$ cat src/rtl/local_field_accumulator.sv


module local_field_accumulator #(
    parameter int N_TERMS = 16,
    parameter int W_WIDTH = 16
) (
    input  logic               clk,
    input  logic               rst,
    input  logic               in_valid,
    output logic               in_ready,
    input  logic [W_WIDTH-1:0] in_weight,
    input  logic               in_spin,
    output logic               out_valid,
    input  logic               out_ready,
    output logic [15:0]        out_sum,
    output logic               out_sat
);

    // One guard bit beyond the worst-case growth keeps -(-2^(W-1)) and full windows exact
    localparam int ACC_W = W_WIDTH + $clog2(N_TERMS) + 1;
    localparam int CNT_W = $clog2(N_TERMS);

    typedef enum logic {
        ACCUM = 1'b0,
        HOLD  = 1'b1
    } state_t;

    state_t                    state;
    state_t                    state_next;
    logic signed [ACC_W-1:0]   acc;
    logic [CNT_W-1:0]          cnt;
    logic signed [ACC_W-1:0]   weight_ext;
    logic signed [ACC_W-1:0]   term;
    logic signed [ACC_W-1:0]   sum_next;
    logic signed [31:0]        sum_wide;
    logic                      accept;
    logic                      last_term;
    logic                      sat_hi;
    logic                      sat_lo;
    logic [15:0]               clamped;

    assign in_ready   = (state == ACCUM) && !rst;
    assign out_valid  = (state == HOLD);
    assign accept     = in_valid && in_ready;
    assign last_term  = (cnt == CNT_W'(N_TERMS - 1));

    assign weight_ext = {{(ACC_W - W_WIDTH){in_weight[W_WIDTH-1]}}, in_weight};
    assign term       = in_spin ? weight_ext : -weight_ext;
    assign sum_next   = acc + term;
    assign sum_wide   = {{(32 - ACC_W){sum_next[ACC_W-1]}}, sum_next};

    // Clamp the finished window total to the int16 range seen by the fp16 datapath
    always_comb begin
        sat_hi  = (sum_wide > 32'sd32767);
        sat_lo  = (sum_wide < -32'sd32768);
        clamped = sum_wide[15:0];
        if (sat_hi) begin
            clamped = 16'h7FFF;
        end else if (sat_lo) begin
            clamped = 16'h8000;
        end
    end

    // State register; reset drops any pending result
    always_ff @(posedge clk) begin
        if (rst) begin
            state <= ACCUM;
        end else begin
            state <= state_next;
        end
    end

    // Close a window on its last accepted term, release it on the output handshake
    always_comb begin
        state_next = state;
        case (state)
            ACCUM: begin
                if (accept && last_term) begin
                    state_next = HOLD;
                end
            end
            HOLD: begin
                if (out_ready) begin
                    state_next = ACCUM;
                end
            end
            default: state_next = ACCUM;
        endcase
    end

    // Accumulate accepted terms and latch the saturated result at the window boundary
    always_ff @(posedge clk) begin
        if (rst) begin
            acc     <= '0;
            cnt     <= '0;
            out_sum <= 16'h0000;
            out_sat <= 1'b0;
        end else if (accept) begin
            if (last_term) begin
                acc     <= '0;
                cnt     <= '0;
                out_sum <= clamped;
                out_sat <= sat_hi || sat_lo;
            end else begin
                acc     <= sum_next;
                cnt     <= cnt + CNT_W'(1);
            end
        end
    end

endmodule

$ cat config.mk
export PLATFORM = sky130hd
export DESIGN_NAME = local_field_accumulator
export DESIGN_NICKNAME = d
export VERILOG_FILES = /design/src/rtl/local_field_accumulator.sv
export SDC_FILE = /design/constraint.sdc
export NUM_CORES = 1
export LEC_CHECK = 0
export CORE_UTILIZATION = 45
export DETAILED_ROUTE_END_ITERATION = 12
export DONT_BUFFER_PORTS = 1
export PLACE_DENSITY = 0.6
export SETUP_SLACK_MARGIN = 0.3
export SLEW_MARGIN = 20
export SYNTH_ARGS = -nofsm -noshare
export SYNTH_HDL_FRONTEND = slang
export SYNTH_SLANG_ARGS = --single-unit
$ cat constraint.sdc
create_clock -name clk -period 5 [get_ports clk]
set_input_delay 0.5 -clock clk [delete_from_list [all_inputs] [get_ports clk]]
set_output_delay 0.5 -clock clk [all_outputs]
set_load 0.02 [all_outputs]
# After elaboration in Yosys (flattened, before gate mapping)
# Cells that the tools add are included.
# W data, S select, Z words.
# classes
n_mul	0
muxes	8
n_eq_ne	1
n_lt_le_gt_ge	2
shifts	0
div_mod_pow	0
n_addsub	3
n_reduce_logical	6
bitwise	1
# op_table
op	count
$mux W21	2
$mux W16	2
$add A21 B21 Y21	1
$gt A21 B16 Y1 const B	1
$lt A21 B16 Y1 const B	1
$neg A16 Y21	1
$add A4 B1 Y4 const B	1
$eq A4 B4 Y1 const B	1
$mux W4	1
$logic_and A1 B1 Y1	3
$mux W1	2
$pmux W1 S2	1
$reduce_and A2 Y1	1
$logic_not A1 Y1	1
$logic_or A1 B1 Y1	1
$not A1 Y1	1
# totals
wordCells	26
mem_count	0
latch_bits	0
ff_bits	43
mem_bits_rw	0
inputBits	21
romBits	0
output_inout_bits	19

# Longest topological paths before layout
# logic_depth
ltp_word	6
ltp_mapped	17
depth_no_buf	15

# Least setup slack after synthesis
# No wires, ideal clock.
# synth_path
kind	input-to-reg
startpoint	in in_weight[7]
endpoint	reg out_sum[10]
cell_stages	14
setup_slack_ps	896
arrival_time_ps	3969
t_required_ps	4865
setup_ps	135
n_path_buf	1
path_cell_list	or4_4 > nor3_1 > a31oi_1 > mux2_2 > ha_1 > and3_1 > and2_1 > a221oi_1 > nor2_1 > a311oi_1 > nand3b_1 > o31ai_4 > buf_6 > o32ai_2
# synth_between
elab_chain_len	6
word_cells_on_any_way	7
cone_classes	add/sub: 2; order compare: 2; mux: 3
# synth_lines
element	line	text
start, declared	11	input logic [W_WIDTH-1:0] in_weight,
$neg A16 Y21	48	assign term = in_spin ? weight_ext : -weight_ext;
$mux W21 *	48	
$add A21 B21 Y21 *	49	assign sum_next = acc + term;
$lt A21 B16 Y1	55	sat_lo = (sum_wide < -32'sd32768);
$mux W16	59	end else if (sat_lo) begin
$mux W16 *	57	if (sat_hi) begin
end signal, assigned	102	out_sum <= clamped;
end, declared	15	output logic [15:0] out_sum,
# Every way passes the cells marked *; elsewhere a longest branch is shown, timed or not.
# A chain may end at the register's enable or synchronous reset.

# Worst setup path in the final report
# layout_path
startpoint	in in_weight[0]
endpoint	reg out_sum[14]
# Same word-level chain as after synthesis.

==> impl_metrics.yaml <==
place:
  port-buffer-count: 0
  place_ws_ns: 0.230
  dp_hpwl_mm: 5.98
  place.gp.congestion: 0.872
clock_tree:
  clk_pin_slew_ns: 0.08
  cts_tree: "built"
  htree_num_levels: 2
  clkLatencyLatePin_ns: 0.30
  ctsResizeCount: 0
  cts_buffers: 5
  clkSinkCount: 43
  clk_path_buf_depth: 2
  cts-root-buf: "clkbuf_8"
job:
  drv_cap: 0
power:
  pwr-share-comb_pct: 35.3
  vdd_drop_max_v: 0.000140
  p_int_uw: 645
  p_sw_share_pct: 35.1
  total_power_uw: 994
  power.leakage_uw: 0.00143
  clkPwrFrac_pct: 27.6
  p_sw_uw: 349
  p_seq_share_pct: 37.2
  p_per_area_mw_per_mm2: 286
layout:
  nets: 448
  final_cell_mix: "nor2_1 (76), dfxtp_1 (43), nand2_1 (36)"
  diodes: 0
  drive_gt1_share_pct: 8.64
  area_delta_synth_final_pct: 4.86
  n_fill_cell: 714
  final_common_cell: "nor2_1"
worst_setup_path:
  start_kind: "input pin"
  worst-path-buf-inv: 2
  crit_path_max_fanout: 15
  worst_ep_arrival_time_ns: 4.35
  crit_required_ns: 5.18
  slowest_stage: "o31ai_1"
  path_cells: "inv_1 -> ha_1 -> nor3b_1 -> nor3b_4 -> a21oi_1 -> xor2_1 -> ha_1 -> a21o_1 -> a21oi_1 -> o21ai_0 -> o2111a_1 -> o31ai_1 -> nand2_1 -> a41oi_2 -> buf_4 -> o32ai_2"
  path_class: "input pin to register"
  cp_top_family: "compound AO/OA/AOI/OAI gates"
  crit_path_end_kind: "register"
  max_stage_delay_ns: 0.46
sta:
  worst_slack_ns: 0.823
  setup-violations-final: 0
  final_hold_viol_count: 0
  finalCritPeriodShare_pct: 83.5
  rsz0062_at_grt: "no"
  tightest_slew_ns: 0.859
  skew_ns: 0.00601
  tns_ns: 0
  max_freq_mhz: 239
  relSlewSlack_pct: 42.6
  slew_viol_final: 0
  layout_min_cycle_time_ns: 4.18
run_status:
  outcome: "complete, no violations"
routing:
  avgRoutedWirePerCell_um: 15.9
  num_vias: 2923
  drt_wl_total_mm: 7.97
  dr.pass1.iters: 4
  detail-route-antenna-nets: 0
  vias_per_cell: 5.83
  drc_errors: 0
  drtIter0Drc: 196
synthesis:
  synthTopCellsByArea: "dfxtp_1 (26%), nor2_1 (8.6%), ha_1 (8.3%), xor2_1 (5.3%), a21oi_1 (4.7%)"
  ys.flop_type: "dfxtp_1"
  ys_warn_count: 0
  synthSimpleGateAreaFrac_pct: 22.6
  synth_top_family_by_area: "compound AO/OA/AOI/OAI gates"
  ys_types: 58
  muxShareOfSynthArea_pct: 1.96
  synth-edff-count: 0
  synth_compound_area_share_pct: 28.4
  synth_fa_ha_area_share_pct: 8.90
  syn_area_per_cell_um2: 8.05
  synth_nets: 456
  synth_top_area_share_pct: 25.9
  synth_xor_xnor_area_share_pct: 7.65
  yosys.area.top_type: "dfxtp_1"
  ys_ff_latch: 43
  syn_area_mm2: 0.00332
  async_reset_ff_share_pct: 0
  syn_inst: 412
  ys_seq_area_share_pct: 25.9
global_route:
  antenna_found_initial: 0
  gr-total-overflow: 0
  grt_pass1_vias: 2717
  grt_pass1_wl_mm: 13.2
  grt_max_degree: 60
  grt_use_total_pct: 21.7
die:
  ioPinCount: 40
  dieHeight_um: 87.9
  dieArea_mm2: 0.00772
  die_w_um: 87.9
  std_cell_rows: 30
  start_util_pct: 47.8
  core_area_mm2: 0.00694
hold_path:
  min_path_type: "input pin to register"
repair_timing:
action | in CTS | in global routing
hold buffers | 0 | 0
endpoints found under the setup margin | 0 | 16
setup buffers | 0 | 1
hold endpoints to repair | 0 | 0
metrics by stage:
stage	std cells	hold slack (ns)	util, %	instance area, um2
5_1_grt	501	0.246	50.1	3480
6_report	501	0.273	50.1	3480
2_1_floorplan	412	0.458	-	3320
3_5_place_dp	492	0.478	48.2	3350
3_3_place_gp	492	0.474	48.2	3350
4_1_cts	500	0.249	49.8	3460
logic make-up (layout without fill, tap and decap cells):
group | Yosys count | count (layout)
AND/OR/NAND/NOR | 162 | 162
flip-flops | 43 | 43
XOR/XNOR | 29 | 29
AO/OA/AOI/OAI | 121 | 121
adder cells (fa/ha/maj) | 23 | 23
multiplexers | 6 | 6
buffers and inverters | 28 | 21
cell type report:
cell class	count	area (um2)	area share [%]
clock buffer	5	68.8	1.98
multi-input combinational	341	2310	66.3
timing repair buffer	5	50.0	1.44
inverter	8	30.0	0.863
tap	96	120	3.45
sequential	43	861	24.7
clock inverter	3	43.8	1.26
worst paths after layout:
kind	startpoint	end	slack, ns	cells past startpoint
setup / recovery	in_weight[0]	out_sum[14]	0.82	16
hold / removal	rst	out_valid	0.27	1
setup reg to reg	acc[0]	out_sum[14]	1.58	11
hold reg to reg	cnt[3]	cnt[3]	0.48	2
flip-flops by register name, indices dropped and copies added, names as in the netlist:
register,flops
acc,21
out_sum,16
out_sat,1
out_valid,1
cnt,4
routing by layer:
layer / GRT usage, % / vias to the layer above / wire length (um)
met5: 0 / - / 0
met4: 5.37 / 0 / 46
met3: 2.73 / 2 / 367
met2: 32.6 / 64 / 3460
met1: 32.5 / 1364 / 4090
li1: - / 1493 / -
Yosys cell counts (3+ instances only):
cell      instances
a31oi_1           3
nor2b_1           3
o21ai_0          13
nor3_1            6
xnor2_1           9
ha_1             22
nor4_1            4
nand2b_1          7
nor2_1           76
mux2_2            4
nand2_1          36
clkbuf_1         12
xor2_1           20
a21oi_1          31
nand3_1           8
buf_6             4
dfxtp_1          43
or3_1             4
and3_1            6
o32ai_2           9
o211ai_1          4
a22oi_1          18
o32ai_1           6
inv_1             8
a21o_1           11
power by group through the flow:
stage	logic (uW)	clock network, uW	registers (uW)
3_3_place_gp	341	0	377
6_report	350	274	370
5_1_grt	390	299	372
3_5_place_dp	345	0	377
2_1_floorplan	283	0	374
4_1_cts	347	284	370
Note: power is estimated with default switching activity, not from simulation.
